File: src/rtl/mega_jsoc_oci_dct_pkg.sv
// Shared definitions for the OCI data-capture-trace producer and sink:
// geometry, FSM encoding, fragment length codes and symbol masking.
package mega_jsoc_oci_dct_pkg;

    localparam int SLOT_W     = 2;
    localparam int SLOTS      = 15;
    localparam int CNT_W      = 4;
    localparam int BUF_W      = SLOT_W * SLOTS;
    localparam int FRAG_SLOTS = 3;
    localparam int FRAG_W     = SLOT_W * FRAG_SLOTS;
    localparam int SUM_W      = 5;

    typedef enum logic [1:0] {
        ST_PACK  = 2'd0,
        ST_FLUSH = 2'd1,
        ST_DRAIN = 2'd2,
        ST_ENDED = 2'd3
    } dct_state_e;

    localparam logic [1:0] FRAG_LEN_NONE = 2'd0;
    localparam logic [1:0] FRAG_LEN_1    = 2'd1;
    localparam logic [1:0] FRAG_LEN_2    = 2'd2;
    localparam logic [1:0] FRAG_LEN_3    = 2'd3;

    // Zero the symbols beyond len so OR-merging never pollutes unused slots.
    function automatic logic [FRAG_W-1:0] frag_mask(input logic [FRAG_W-1:0] data,
                                                    input logic [1:0] len);
        logic [FRAG_W-1:0] m;
        case (len)
            FRAG_LEN_NONE: m = '0;
            FRAG_LEN_1:    m = {4'b0, data[1:0]};
            FRAG_LEN_2:    m = {2'b0, data[3:0]};
            default:       m = data;
        endcase
        return m;
    endfunction

endpackage

File: src/rtl/mega_jsoc_oci_dct_out_reg.sv
// One-entry valid/ready holding register for packed DCT words.
// The caller only loads when out_free; a load may coincide with a drain.
module mega_jsoc_oci_dct_out_reg
    import mega_jsoc_oci_dct_pkg::*;
(
    input  logic             clk,
    input  logic             reset,
    input  logic             load,
    input  logic [BUF_W-1:0] load_buf,
    input  logic [CNT_W-1:0] load_cnt,
    input  logic             out_ready,
    output logic             out_valid,
    output logic [BUF_W-1:0] out_buf,
    output logic [CNT_W-1:0] out_cnt,
    output logic             out_free
);

    logic             valid_q, valid_d;
    logic [BUF_W-1:0] buf_q, buf_d;
    logic [CNT_W-1:0] cnt_q, cnt_d;

    always_comb begin
        out_free = !valid_q || out_ready;
        valid_d  = valid_q;
        buf_d    = buf_q;
        cnt_d    = cnt_q;
        if (load) begin
            valid_d = 1'b1;
            buf_d   = load_buf;
            cnt_d   = load_cnt;
        end else if (out_ready) begin
            valid_d = 1'b0;
        end
    end

    always_ff @(posedge clk) begin
        if (reset) begin
            valid_q <= 1'b0;
            buf_q   <= '0;
            cnt_q   <= '0;
        end else begin
            valid_q <= valid_d;
            buf_q   <= buf_d;
            cnt_q   <= cnt_d;
        end
    end

    assign out_valid = valid_q;
    assign out_buf   = buf_q;
    assign out_cnt   = cnt_q;

endmodule

File: src/rtl/mega_jsoc_cpu_oci_dct_packer.sv
// DCT producer: packs 2-bit trace symbols into 15-slot words, forces out stale
// partial words after an idle period, and sequences end-of-test.
module mega_jsoc_cpu_oci_dct_packer
    import mega_jsoc_oci_dct_pkg::*;
#(
    parameter int IDLE_FLUSH = 64
) (
    input  logic              clk,
    input  logic              reset,
    input  logic              frag_valid,
    output logic              frag_ready,
    input  logic [FRAG_W-1:0] frag_data,
    input  logic [1:0]        frag_len,
    input  logic              end_req,
    output logic              dct_valid,
    input  logic              dct_ready,
    output logic [BUF_W-1:0]  dct_buffer,
    output logic [CNT_W-1:0]  dct_count,
    output logic              test_ending,
    output logic              test_has_ended
);

    localparam logic [7:0]       IDLE_LAST = 8'(IDLE_FLUSH - 1);
    localparam logic [CNT_W-1:0] FILL_SAFE = CNT_W'(SLOTS - FRAG_SLOTS);
    localparam logic [CNT_W-1:0] CNT_FULL  = CNT_W'(SLOTS);
    localparam logic [SUM_W-1:0] SUM_FULL  = SUM_W'(SLOTS);

    dct_state_e       state_q, state_d;
    logic [BUF_W-1:0] acc_q, acc_d;
    logic [CNT_W-1:0] acc_cnt_q, acc_cnt_d;
    logic [7:0]       idle_q, idle_d;
    logic             test_ending_q, test_has_ended_q;

    logic             out_free, load, accept;
    logic [BUF_W-1:0] ld_buf, frag_sh;
    logic [CNT_W-1:0] ld_cnt;
    logic [FRAG_W-1:0] frag_m;
    logic [SUM_W-1:0] sum;

    always_comb begin
        frag_ready = !reset && (state_q == ST_PACK) && (acc_cnt_q <= FILL_SAFE || out_free);
        accept     = frag_valid && frag_ready;
        frag_m     = frag_mask(frag_data, frag_len);
        frag_sh    = {{(BUF_W-FRAG_W){1'b0}}, frag_m} << {acc_cnt_q, 1'b0};
        sum        = SUM_W'(acc_cnt_q) + SUM_W'(frag_len);

        acc_d     = acc_q;
        acc_cnt_d = acc_cnt_q;
        idle_d    = idle_q;
        load      = 1'b0;
        ld_buf    = acc_q;
        ld_cnt    = acc_cnt_q;

        if (accept) begin
            idle_d = '0;
            if (sum < SUM_FULL) begin
                acc_d     = acc_q | frag_sh;
                acc_cnt_d = sum[CNT_W-1:0];
            end else if (sum == SUM_FULL) begin
                // A full word with the output still busy stays in acc until it frees.
                if (out_free) begin
                    load      = 1'b1;
                    ld_buf    = acc_q | frag_sh;
                    ld_cnt    = CNT_FULL;
                    acc_d     = '0;
                    acc_cnt_d = '0;
                end else begin
                    acc_d     = acc_q | frag_sh;
                    acc_cnt_d = CNT_FULL;
                end
            end else begin
                load      = 1'b1;
                acc_d     = {{(BUF_W-FRAG_W){1'b0}}, frag_m};
                acc_cnt_d = CNT_W'(frag_len);
            end
        end else if (acc_cnt_q != '0 && out_free &&
                     (state_q == ST_FLUSH || acc_cnt_q == CNT_FULL ||
                      (state_q == ST_PACK && idle_q == IDLE_LAST))) begin
            load      = 1'b1;
            acc_d     = '0;
            acc_cnt_d = '0;
            idle_d    = '0;
        end else if (acc_cnt_q == '0 || state_q != ST_PACK) begin
            idle_d = '0;
        end else if (idle_q != IDLE_LAST) begin
            idle_d = idle_q + 8'd1;
        end

        state_d = state_q;
        case (state_q)
            ST_PACK:  if (end_req) state_d = ST_FLUSH;
            ST_FLUSH: if (acc_cnt_q == '0) state_d = ST_DRAIN;
            ST_DRAIN: if (!dct_valid) state_d = ST_ENDED;
            ST_ENDED: state_d = ST_ENDED;
            default:  state_d = ST_PACK;
        endcase
    end

    always_ff @(posedge clk) begin
        if (reset) begin
            state_q          <= ST_PACK;
            acc_q            <= '0;
            acc_cnt_q        <= '0;
            idle_q           <= '0;
            test_ending_q    <= 1'b0;
            test_has_ended_q <= 1'b0;
        end else begin
            state_q          <= state_d;
            acc_q            <= acc_d;
            acc_cnt_q        <= acc_cnt_d;
            idle_q           <= idle_d;
            test_ending_q    <= (state_d == ST_FLUSH) || (state_d == ST_DRAIN);
            test_has_ended_q <= (state_d == ST_ENDED);
        end
    end

    mega_jsoc_oci_dct_out_reg u_out_reg (
        .clk       (clk),
        .reset     (reset),
        .load      (load),
        .load_buf  (ld_buf),
        .load_cnt  (ld_cnt),
        .out_ready (dct_ready),
        .out_valid (dct_valid),
        .out_buf   (dct_buffer),
        .out_cnt   (dct_count),
        .out_free  (out_free)
    );

    assign test_ending    = test_ending_q;
    assign test_has_ended = test_has_ended_q;

endmodule

File: config.mk
export PLATFORM = sky130hd
export DESIGN_NAME = mega_jsoc_cpu_oci_dct_packer
export DESIGN_NICKNAME = d
export VERILOG_FILES = /design/src/rtl/mega_jsoc_oci_dct_pkg.sv /design/src/rtl/mega_jsoc_oci_dct_out_reg.sv /design/src/rtl/mega_jsoc_cpu_oci_dct_packer.sv
export SDC_FILE = /design/constraint.sdc
export NUM_CORES = 1
export LEC_CHECK = 0
export CAP_MARGIN = 20
export CORE_MARGIN = 2
export CORE_UTILIZATION = 40
export CTS_BUF_LIST = sky130_fd_sc_hd__clkbuf_4 sky130_fd_sc_hd__clkbuf_8
export CTS_CLUSTER_SIZE = 20
export DETAILED_ROUTE_END_ITERATION = 16
export DONT_BUFFER_PORTS = 1
export HOLD_SLACK_MARGIN = 0.02
export PLACE_DENSITY = 0.58
export SYNTH_ARGS = -nofsm -noshare
export SYNTH_HDL_FRONTEND = slang
export SYNTH_SLANG_ARGS = --single-unit
File: constraint.sdc
create_clock -name clk -period 6.85 [get_ports clk]
set_clock_uncertainty 0.15 [all_clocks]
set_input_delay 1.37 -clock clk [delete_from_list [all_inputs] [get_ports clk]]
set_output_delay 1.37 -clock clk [all_outputs]
set_load 0.01 [all_outputs]
==> results.md, run 1 <==
* Synth-to-layout area growth at 5.33%
* Clk slew on worst S/H paths at 0.08 ns
* Async S/R FF share, synth at 0%
* # IOs at 51
* Clock sink total at 81
* Syn Inst Count at 428
* CP Capture Type: flip-flop
* Critical Path RT at 6.91 ns
* P_int at 0.758 mW
* Hold depth at 2
* Part of the power in combinational logic at 12.9%
* Initial DRC Count at 246
* HP Start: acc_q[1]$_SDFFE_PP0P_
* Vias per cell at 6.10
* Global-route wire length before repair at 15.4 mm
* CTS resizes at 0
* HPWL Detailed at 6.49 mm
* Post-synthesis sequential element count at 81
* R2r setup slk at 3.43 ns
* CTS tree: yes
* Core area at 0.00920 sq mm
* CTS buffer count at 9
* N_diodes at 0
* NumNets Final at 429
* Cell taking the most area after synthesis: dfxtp_1
* Setup crit start kind: input port
* Total setup buffers inserted after CTS at 0
* Largest net degree at the start of global routing at 45
* Minimum clock period at 3.71 ns
* Placement Rows at 35
* Least-Margin Pin Slew at 1.08 ns
* Number of synthesized flops with an enable pin at 0
* Sw Pwr at 0.287 mW
* Layout fillers at 914
* Status: complete, no violations
* Initial antenna violation count at 0
* Final instance area at 0.00398 sq mm
* Main synth FF type: dfxtp_1
* Max Cap Viol at 0
* Post-route setup TNS at 0 ns
* FF-to-FF End: u_out_reg.out_buf[9]$_SDFFE_PP0P_
* Final hold violation count at 0
* Sw Ratio at 27.5%
* Reg power frac at 51.1%
* WL/cell at 18.1 microns
* Synthesized area at 0.00378 sq mm
* Mean Syn Cell Area at 8.84 sq um
* Root Buffer: clkbuf_8
* Die area at 0.0102 sq mm
* Pleak at 1.30 nW
* Crit path DAT at 3.77 ns
* R2r startpoint: acc_cnt_q[2]$_SDFFE_PP0P_
* Worst hold path class: flip-flop to flip-flop
* CP Class: input port to flip-flop
* Pins Over Slew Limit at 0
* Setup Viol. Count Final at 0
* Share of cells above drive strength 1 at 9.44%
* Clock latency at the later pin of the worst-skew pair at 0.36 ns
* Commonest non-fill, non-tap cell in the layout: dfxtp_1
* Synth area leaders: dfxtp_1, a21oi_1, a211oi_1
* GRT Overall Usage at 19.3%
* RePlAce Congestion at 0.894
* Routed Antenna Nets at 0
* Reg2reg path depth at 6
* Seq/Total Area, Yosys at 42.9%
* Drt first pass iters at 4
* Vias in the first global route at 2819
* Power share of the clock group at 36.0%
* Fmax at 269 MHz
* Most frequent cells in the layout: dfxtp_1, a21oi_1, nor2_1
* Initial Util at 41.1%
* Final critical-path share of the clock period at 54.2%
* PD cells at 262 mW/mm^2
* Grt total ovfl at 0
* DR DRC count at 0
* CTS Hold Bufs at 0
* RSZ-0062 raised after global routing: false
* Via Count at 3194
* Crit path max fanout at 41
* Final Power at 1.05 mW
* Worst hold endpoint: u_out_reg.out_buf[1]$_SDFFE_PP0P_
* Worst VDD drop at 122 uV
* Max clock buf depth at 2
* Yosys warnings at 0
* Top cell type's share of synthesized area at 42.9%
* Die Span Y at 101 microns
* Distinct cells, synth at 57
* Placement Cell Area at 0.00378 sq mm
* CTS H-tree lvls at 3
* Post-Route WL at 9.46 mm
* Slew headroom at 27.7%
* Number of port buffers at 0
* Die width at 101 microns
* Post-synth net total at 446
[flip-flops by register name (all words and copies together), names as in the netlist]
register / count
acc_q: 30
u_out_reg.out_valid: 1
test_has_ended: 1
acc_cnt_q: 4
idle_q: 8
state_q: 2
u_out_reg.out_buf: 30
test_ending: 1
u_out_reg.out_cnt: 4
[power by group through the flow]
stage / clock network (mW) / logic (mW) / registers [mW]
CTS: 0.382 / 0.135 / 0.535
global route: 0.407 / 0.152 / 0.540
detailed placement: 0 / 0.134 / 0.546
floorplan: 0 / 0.122 / 0.535
finish: 0.376 / 0.135 / 0.535
global placement: 0 / 0.132 / 0.545
[cell usage after synthesis, types with 2 or more instances]
library cell	number
ha_1	4
o22ai_1	2
o21ai_2	2
o21ai_0	15
inv_1	10
and3b_1	3
xor2_1	5
dfxtp_1	81
buf_6	2
nor3_1	7
a211oi_1	22
and3_1	5
o211ai_1	2
a21oi_1	57
o2bb2ai_1	6
buf_2	11
a311oi_1	2
nand2_1	15
nor2_1	42
a41oi_1	3
buf_4	6
nand4_1	5
a2111oi_2	6
a32o_1	4
nor2_2	3
a31oi_1	18
mux2i_1	4
nand2b_1	4
a22oi_1	2
o31ai_1	2
nand3_1	22
o21ai_1	2
o221ai_1	2
nor2b_1	6
a21o_1	4
nor4_1	4
and2_1	7
clkbuf_1	12
[metal layers]
| layer | up-vias | GRT usage, % | wire length (microns) |
|---|---|---|---|
| met4 | 0 | 5.82 | 163 |
| li1 | 1570 | - | - |
| met3 | 15 | 6.56 | 582 |
| met1 | 1528 | 27.1 | 4520 |
| met5 | - | 0 | 0 |
| met2 | 81 | 28.2 | 4200 |
[logic make-up after synthesis]
family | count (synthesis) | share of synthesized area, %
AND/OR/NAND/NOR | 127 | 17.2
buffers and inverters | 42 | 5.56
multiplexers | 4 | 1.06
AO/OA/AOI/OAI | 163 | 30.0
flip-flops | 81 | 42.9
adder cells (fa/ha/maj) | 5 | 1.85
XOR/XNOR | 6 | 1.39
[through the flow]
stage / hold slack, ns / cells / util (%) / setup slack [ns]
2_1_floorplan: 0.282 / 428 / - / 3.35
3_3_place_gp: 0.298 / 511 / 41.1 / 2.89
3_5_place_dp: 0.301 / 511 / 41.1 / 2.81
4_1_cts: 0.315 / 524 / 43.3 / 3.19
5_1_grt: 0.341 / 524 / 43.3 / 2.94
6_report: 0.312 / 524 / 43.3 / 3.14
[worst max-delay path, stage by stage]
cell and delay, ns:
ha_1 0.21, fa_1 0.45, xor2_1 0.26, nand3_1 0.19
o211a_1 0.28, buf_4 0.26, nor2_2 0.55, a211oi_1 0.16
[how the worst max path moves through the flow]
| stage | startpoint | endpoint | slack, ns |
|---|---|---|---|
| global route | frag_len[0] | u_out_reg.out_buf[25]$_SDFFE_PP0P_ | 2.94 |
| detailed placement | frag_len[0] | u_out_reg.out_buf[15]$_SDFFE_PP0P_ | 2.81 |
| finish | frag_len[0] | u_out_reg.out_buf[9]$_SDFFE_PP0P_ | 3.14 |
| global placement | frag_len[0] | acc_cnt_q[2]$_SDFFE_PP0P_ | 2.89 |
| CTS | frag_len[0] | u_out_reg.out_buf[15]$_SDFFE_PP0P_ | 3.19 |
| floorplan | frag_len[0] | u_out_reg.out_buf[14]$_SDFFE_PP0P_ | 3.35 |
[layout make-up]
| cell class | count | area [sq um] | share of cell area (%) |
|---|---|---|---|
| clock buffer | 10 | 138 | 3.45 |
| clock inverter | 3 | 67.6 | 1.70 |
| inverter | 10 | 37.5 | 0.942 |
| multi-input combinational | 305 | 1950 | 49.0 |
| sequential | 81 | 1620 | 40.7 |
| tap | 111 | 139 | 3.49 |
| timing repair buffer | 4 | 30.0 | 0.754 |
No activity file was read; power rests on OpenSTA's default activity.
==> inputs of run 2 (changes only) <==
==> constraint.sdc (replaced) <==
create_clock -name clk -period 3.6 [get_ports clk]
set_clock_uncertainty 0.15 [all_clocks]
set_input_delay 0.72 -clock clk [delete_from_list [all_inputs] [get_ports clk]]
set_output_delay 0.72 -clock clk [all_outputs]
set_load 0.01 [all_outputs]
==> run 2 against run 1 <==
- count of clock-buffer cells in the layout is 1 higher
- register-to-register slack worse by 3.0 ns
- final area is 1.0% higher
- routed wire length is 2.7% higher
- critical path depth is 1 lower
- critical path type is now flip-flop to flip-flop
- largest cell class unchanged
==> results.md, run 2 (synthesis results as in run 1) <==
* RSZ-0062 raised after global routing: false
* Largest net degree at the start of global routing at 45 (unchanged)
* Via Count at 3215 (+0.66%)
* Core area at 0.00920 sq mm (unchanged)
* NumNets Final at 435 (+1.4%)
* Share of cells above drive strength 1 at 11.4% (+1.9 points)
* Initial antenna violation count at 0 (unchanged)
* Final Power at 1.96 mW (+88%)
* Status: complete, no violations
* Die width at 101 microns (unchanged)
* CTS resizes at 0 (unchanged)
* Cells after DPL at 517 (+1.2%)
* Minimum clock period at 3.14 ns
* HPWL Detailed at 6.75 mm (+3.9%)
* Die area at 0.0102 sq mm (unchanged)
* Pins Over Slew Limit at 0 (unchanged)
* CP Capture Type: flip-flop
* Crit path max fanout at 18 (-56%)
* Worst hold slack at 0.281 ns (-0.0318 ns)
* Grt total ovfl at 0 (unchanged)
* CTS Hold Bufs at 0 (unchanged)
* Fin cells at 533 (+1.7%)
* CTS buffer count at 9 (unchanged)
* Routed Antenna Nets at 0 (unchanged)
* Post-route setup TNS at 0 ns (unchanged)
* CTS H-tree lvls at 3 (unchanged)
* Initial DRC Count at 212 (-14%)
* WL/cell at 18.2 microns (+0.94%)
* Fmax at 319 MHz
* Max clock buf depth at 2 (unchanged)
* Clk slew on worst S/H paths at 0.08 ns (about the same)
* Vias in the first global route at 2901 (+2.9%)
* Final critical-path share of the clock period at 87.2%
* Clock latency at the later pin of the worst-skew pair at 0.35 ns (about the same)
* Setup crit start kind: flip-flop
* Vias per cell at 6.03 (-1.0%)
* Synth-to-layout area growth at 6.38%
* Final instance area at 0.00402 sq mm (+1.0%)
* Final hold violation count at 0 (unchanged)
* Setup Viol. Count Final at 0 (unchanged)
* Least-Margin Pin Slew at 0.869 ns (-0.215 ns)
* Slew headroom at 42.0% (+14 points)
* GRT Overall Usage at 19.6% (+0.23 points)
* Clock sink total at 81 (unchanged)
* Placement Cell Area at 0.00382 sq mm (+1.2%)
* PD cells at 487 mW/mm^2 (+86%)
* Die Span Y at 101 microns (unchanged)
* Worst hold path class: input port to flip-flop
* Total setup buffers inserted after CTS at 0 (unchanged)
* Max Cap Viol at 0 (unchanged)
* DR DRC count at 0 (unchanged)
* Drt first pass iters at 5 (+1)
* Initial Util at 41.1% (unchanged)
* CTS tree: yes
* N_diodes at 0 (unchanged)
* Root Buffer: clkbuf_8
* Crit path DAT at 3.19 ns (-0.58 ns)
* Placement Rows at 35 (unchanged)
* Post-Route WL at 9.72 mm (+2.7%)
* Worst VDD drop at 216 uV (+77%)
* Number of port buffers at 0 (unchanged)
* Critical Path RT at 3.65 ns (-3.26 ns)
* Most frequent cells in the layout: dfxtp_1, a21oi_1, nor2_1
* Pleak at 1.32 nW (+2.2%)
* CP Class: flip-flop to flip-flop
* RePlAce Congestion at 0.858 (-4.0%)
* # IOs at 51 (unchanged)
* Global-route wire length before repair at 15.8 mm (+2.6%)
* Commonest non-fill, non-tap cell in the layout: dfxtp_1
==> run 2: worst max-delay path: stages, from the launching register on <==
cell      delay, ns
dfxtp_1        0.74
ha_1           0.33
fa_1           0.29
xor2_1         0.24
nand3_1        0.19
o211a_1        0.36
nor2_2         0.53
a211oi_1       0.15
==> run 2: cell type report <==
class	count	area [sq um]
Sequential cell	81	1620
Clock inverter	5	55.1
Tap cell	111	139
Timing Repair Buffer	10	75.1
Inverter	10	37.5
Multi-Input combinational cell	305	1950
Fill cell	911	5170
Clock buffer	11	145
==> run 2: where the power goes <==
group / switching (mW) / internal [mW]
sequential: 0.0690 / 0.948
combinational: 0.164 / 0.102
clock: 0.332 / 0.345
total: 0.565 / 1.40
==> run 2: routing by layer <==
metal | wire, microns | up-vias | global-route usage (%)
li1 | - | 1575 | -
met1 | 4760 | 1534 | 28.6
met2 | 4080 | 88 | 26.9
met3 | 600 | 18 | 5.11
met4 | 275 | 0 | 8.52
met5 | 0 | - | 0
==> run 2: final timing paths <==
check / from / to / slack [ns] / cells after the start
setup / recovery: acc_cnt_q[0]$_SDFFE_PP0P_ / u_out_reg.out_buf[13]$_SDFFE_PP0P_ / 0.46 / 7
hold / removal: reset / test_ending$_SDFF_PP0_ / 0.28 / 1
setup reg to reg: acc_cnt_q[0]$_SDFFE_PP0P_ / u_out_reg.out_buf[13]$_SDFFE_PP0P_ / 0.46 / 7
hold reg to reg: acc_q[1]$_SDFFE_PP0P_ / u_out_reg.out_buf[1]$_SDFFE_PP0P_ / 0.32 / 2
==> run 2: metrics by stage <==
| step | utilization [%] | setup slack (ns) |
|---|---|---|
| 6_report | 43.8 | 0.460 |
| 5_1_grt | 43.8 | 0.196 |
| 4_1_cts | 43.8 | 0.510 |
| 3_5_place_dp | 41.6 | 0.425 |
| 3_3_place_gp | 41.6 | 0.527 |
| 2_1_floorplan | - | 0.748 |
==> inputs of run 3 (changes only) <==
--- a/config.mk
+++ b/config.mk
@@ -6,6 +6,8 @@
 export NUM_CORES = 1
 export LEC_CHECK = 0
 export CAP_MARGIN = 20
+export CELL_PAD_IN_SITES_DETAIL_PLACEMENT = 2
+export CELL_PAD_IN_SITES_GLOBAL_PLACEMENT = 2
 export CORE_MARGIN = 2
 export CORE_UTILIZATION = 40
 export CTS_BUF_LIST = sky130_fd_sc_hd__clkbuf_4 sky130_fd_sc_hd__clkbuf_8
@@ -13,7 +15,7 @@
 export DETAILED_ROUTE_END_ITERATION = 16
 export DONT_BUFFER_PORTS = 1
 export HOLD_SLACK_MARGIN = 0.02
-export PLACE_DENSITY = 0.58
+export PLACE_DENSITY = 0.85
 export SYNTH_ARGS = -nofsm -noshare
 export SYNTH_HDL_FRONTEND = slang
 export SYNTH_SLANG_ARGS = --single-unit
==> run 3 against run 2 <==
- critical path depth unchanged
- sequential share of layout area increased by 0.075 points
- final area is 0.19% lower
- non-clock buffer count is 3 higher
- flip-flop and latch count unchanged
- largest power group unchanged
- die area stayed put
==> results.md, run 3 (synthesis results as in run 1) <==
* Critical Path RT at 3.66 ns (about the same)
* Util after Layout at 43.7% (-0.082 points)
* Minimum clock period at 3.09 ns (-0.0448 ns)
* PD cells at 477 mW/mm^2 (-2.0%)
* Synth-to-layout area growth at 6.19%
* Placement Cell Area at 0.00385 sq mm (+0.59%)
* NumNets Final at 438 (+0.69%)
* Pleak at 1.33 nW (+0.48%)
* Bufs and invs on worst path at 0 (unchanged)
* CTS Hold Bufs at 0 (unchanged)
* Reg2reg path depth at 7 (unchanged)
* CTS H-tree lvls at 3 (unchanged)
* R2r startpoint: acc_cnt_q[0]$_SDFFE_PP0P_
* CTS resizes at 0 (unchanged)
* Largest net degree at the start of global routing at 45 (unchanged)
* Cells after DPL at 520 (+0.58%)
* Crit path max fanout at 16 (-2)
* # IOs at 51 (unchanged)
* HP Start: reset
* Number of port buffers at 0 (unchanged)
* Setup WS pre-CTS at 0.158 ns (-0.267 ns)
* Die Span Y at 101 microns (unchanged)
* GRT Overall Usage at 24.6% (+5.1 points)
* DR DRC count at 0 (unchanged)
* Die area at 0.0102 sq mm (unchanged)
* Clock sink total at 81 (unchanged)
* Critical-path top delay cell: nor2_2
* Fin cells at 535 (+0.38%)
* Vias per cell at 6.23 (+3.3%)
* CP Class: input port to flip-flop
* Final setup margin at 0.505 ns (+0.0448 ns)
* Total setup buffers inserted after CTS at 0 (unchanged)
* Status: complete, no violations
* Crit path DAT at 3.15 ns (-0.04 ns)
* Share of cells above drive strength 1 at 11.8% (+0.42 points)
* Pins Over Slew Limit at 0 (unchanged)
* Max clock buf depth at 2 (unchanged)
* Initial DRC Count at 124 (-42%)
* Worst VDD drop at 164 uV (-24%)
* HPWL Detailed at 8.65 mm (+28%)
* Routed Antenna Nets at 0 (unchanged)
* Grt total ovfl at 0 (unchanged)
* Core area at 0.00920 sq mm (unchanged)
* Vias in the first global route at 3573 (+23%)
* Setup Viol. Count Final at 0 (unchanged)
* Layout fillers at 1026 (+13%)
* Fmax at 323 MHz (+1.4%)
* Clock latency at the later pin of the worst-skew pair at 0.36 ns (about the same)
* Least-Margin Pin Slew at 0.736 ns (-0.134 ns)
* R2r setup slk at 0.55 ns (+0.09 ns)
* Final critical-path share of the clock period at 86.0% (-1.2 points)
* Global-route wire length before repair at 19.5 mm (+23%)
* RSZ-0062 raised after global routing: false
* Drt first pass iters at 4 (-1)
* Worst hold path class: input port to flip-flop
* Clk slew on worst S/H paths at 0.08 ns (about the same)
* Initial Util at 41.1% (unchanged)
* RePlAce Congestion at 0.826 (-3.7%)
* Worst hold endpoint: acc_cnt_q[3]$_SDFFE_PP0P_
* Post-route setup TNS at 0 ns (unchanged)
* Final hold violation count at 0 (unchanged)
* Final instance area at 0.00402 sq mm (-0.19%)
* Hold depth at 1 (unchanged)
* WL/cell at 22.5 microns (+23%)
* Crit path max-delay family: simple AND/OR/NAND/NOR gates
* Root Buffer: clkbuf_8
* Via Count at 3332 (+3.6%)
* CTS buffer count at 9 (unchanged)
* Max Cap Viol at 0 (unchanged)
* FF-to-FF End: u_out_reg.out_buf[11]$_SDFFE_PP0P_
* CP Capture Type: flip-flop
* Most frequent cells in the layout: dfxtp_1, a21oi_1, nor2_1
* CTS tree: yes
* Placement Rows at 35 (unchanged)
* Post-Route WL at 12.0 mm (+24%)
* Initial antenna violation count at 0 (unchanged)
* Die width at 101 microns (unchanged)
* CP max stage delay at 0.61 ns (-0.13 ns)
* Setup crit start kind: input port
* CP cell instances: ha_1, fa_1, xor2_1, nand3_1, o211a_1, nor2_2, a211oi_1
* Commonest non-fill, non-tap cell in the layout: dfxtp_1
* N_diodes at 0 (unchanged)
* Slew headroom at 50.5% (+8.6 points)
==> run 3: report_power, final <==
part | internal [mW] | total [mW] | switching, mW
Clock | 0.279 | 0.612 | 0.333
Sequential | 0.948 | 1.01 | 0.0624
Combinational | 0.106 | 0.294 | 0.188
Total | 1.33 | 1.92 | 0.583
==> run 3: cell type report <==
type                            count  area (sq um)  area share [%]
Tap cell                          111           139            3.46
Clock inverter                      3          17.5           0.436
Timing Repair Buffer               13          97.6            2.43
Sequential cell                    81          1620            40.4
Multi-Input combinational cell    305          1950            48.6
Inverter                           10          37.5           0.935
Clock buffer                       12           153            3.80
==> run 3: worst max path at each step <==
| stage | from | to | slack (ns) | cells after the start |
|---|---|---|---|---|
| floorplan | frag_len[0] | u_out_reg.out_buf[14]$_SDFFE_PP0P_ | 0.75 | 9 |
| global placement | frag_len[0] | u_out_reg.out_buf[26]$_SDFFE_PP0P_ | 0.36 | 7 |
| detailed placement | frag_len[0] | u_out_reg.out_buf[11]$_SDFFE_PP0P_ | 0.16 | 7 |
| CTS | frag_len[0] | u_out_reg.out_buf[11]$_SDFFE_PP0P_ | 0.55 | 7 |
| global route | frag_len[0] | u_out_reg.out_buf[13]$_SDFFE_PP0P_ | 0.30 | 7 |
| finish | frag_len[0] | u_out_reg.out_buf[11]$_SDFFE_PP0P_ | 0.51 | 7 |
==> run 3: layer usage <==
metal / GRT usage, % / vias to the layer above / share of wire [%]
met2: 39.5 / 68 / 48
met3: 6.21 / 16 / 4.9
met1: 32.4 / 1671 / 45
met5: 0 / - / 0
li1: - / 1577 / -
met4: 8.42 / 0 / 2.2
==> run 3: metrics by stage <==
step | hold slack (ns) | total power [mW]
3_5_place_dp | 0.305 | 1.33
6_report | 0.273 | 1.92
5_1_grt | 0.254 | 2.02
4_1_cts | 0.260 | 1.94
3_3_place_gp | 0.298 | 1.30
2_1_floorplan | 0.282 | 1.25
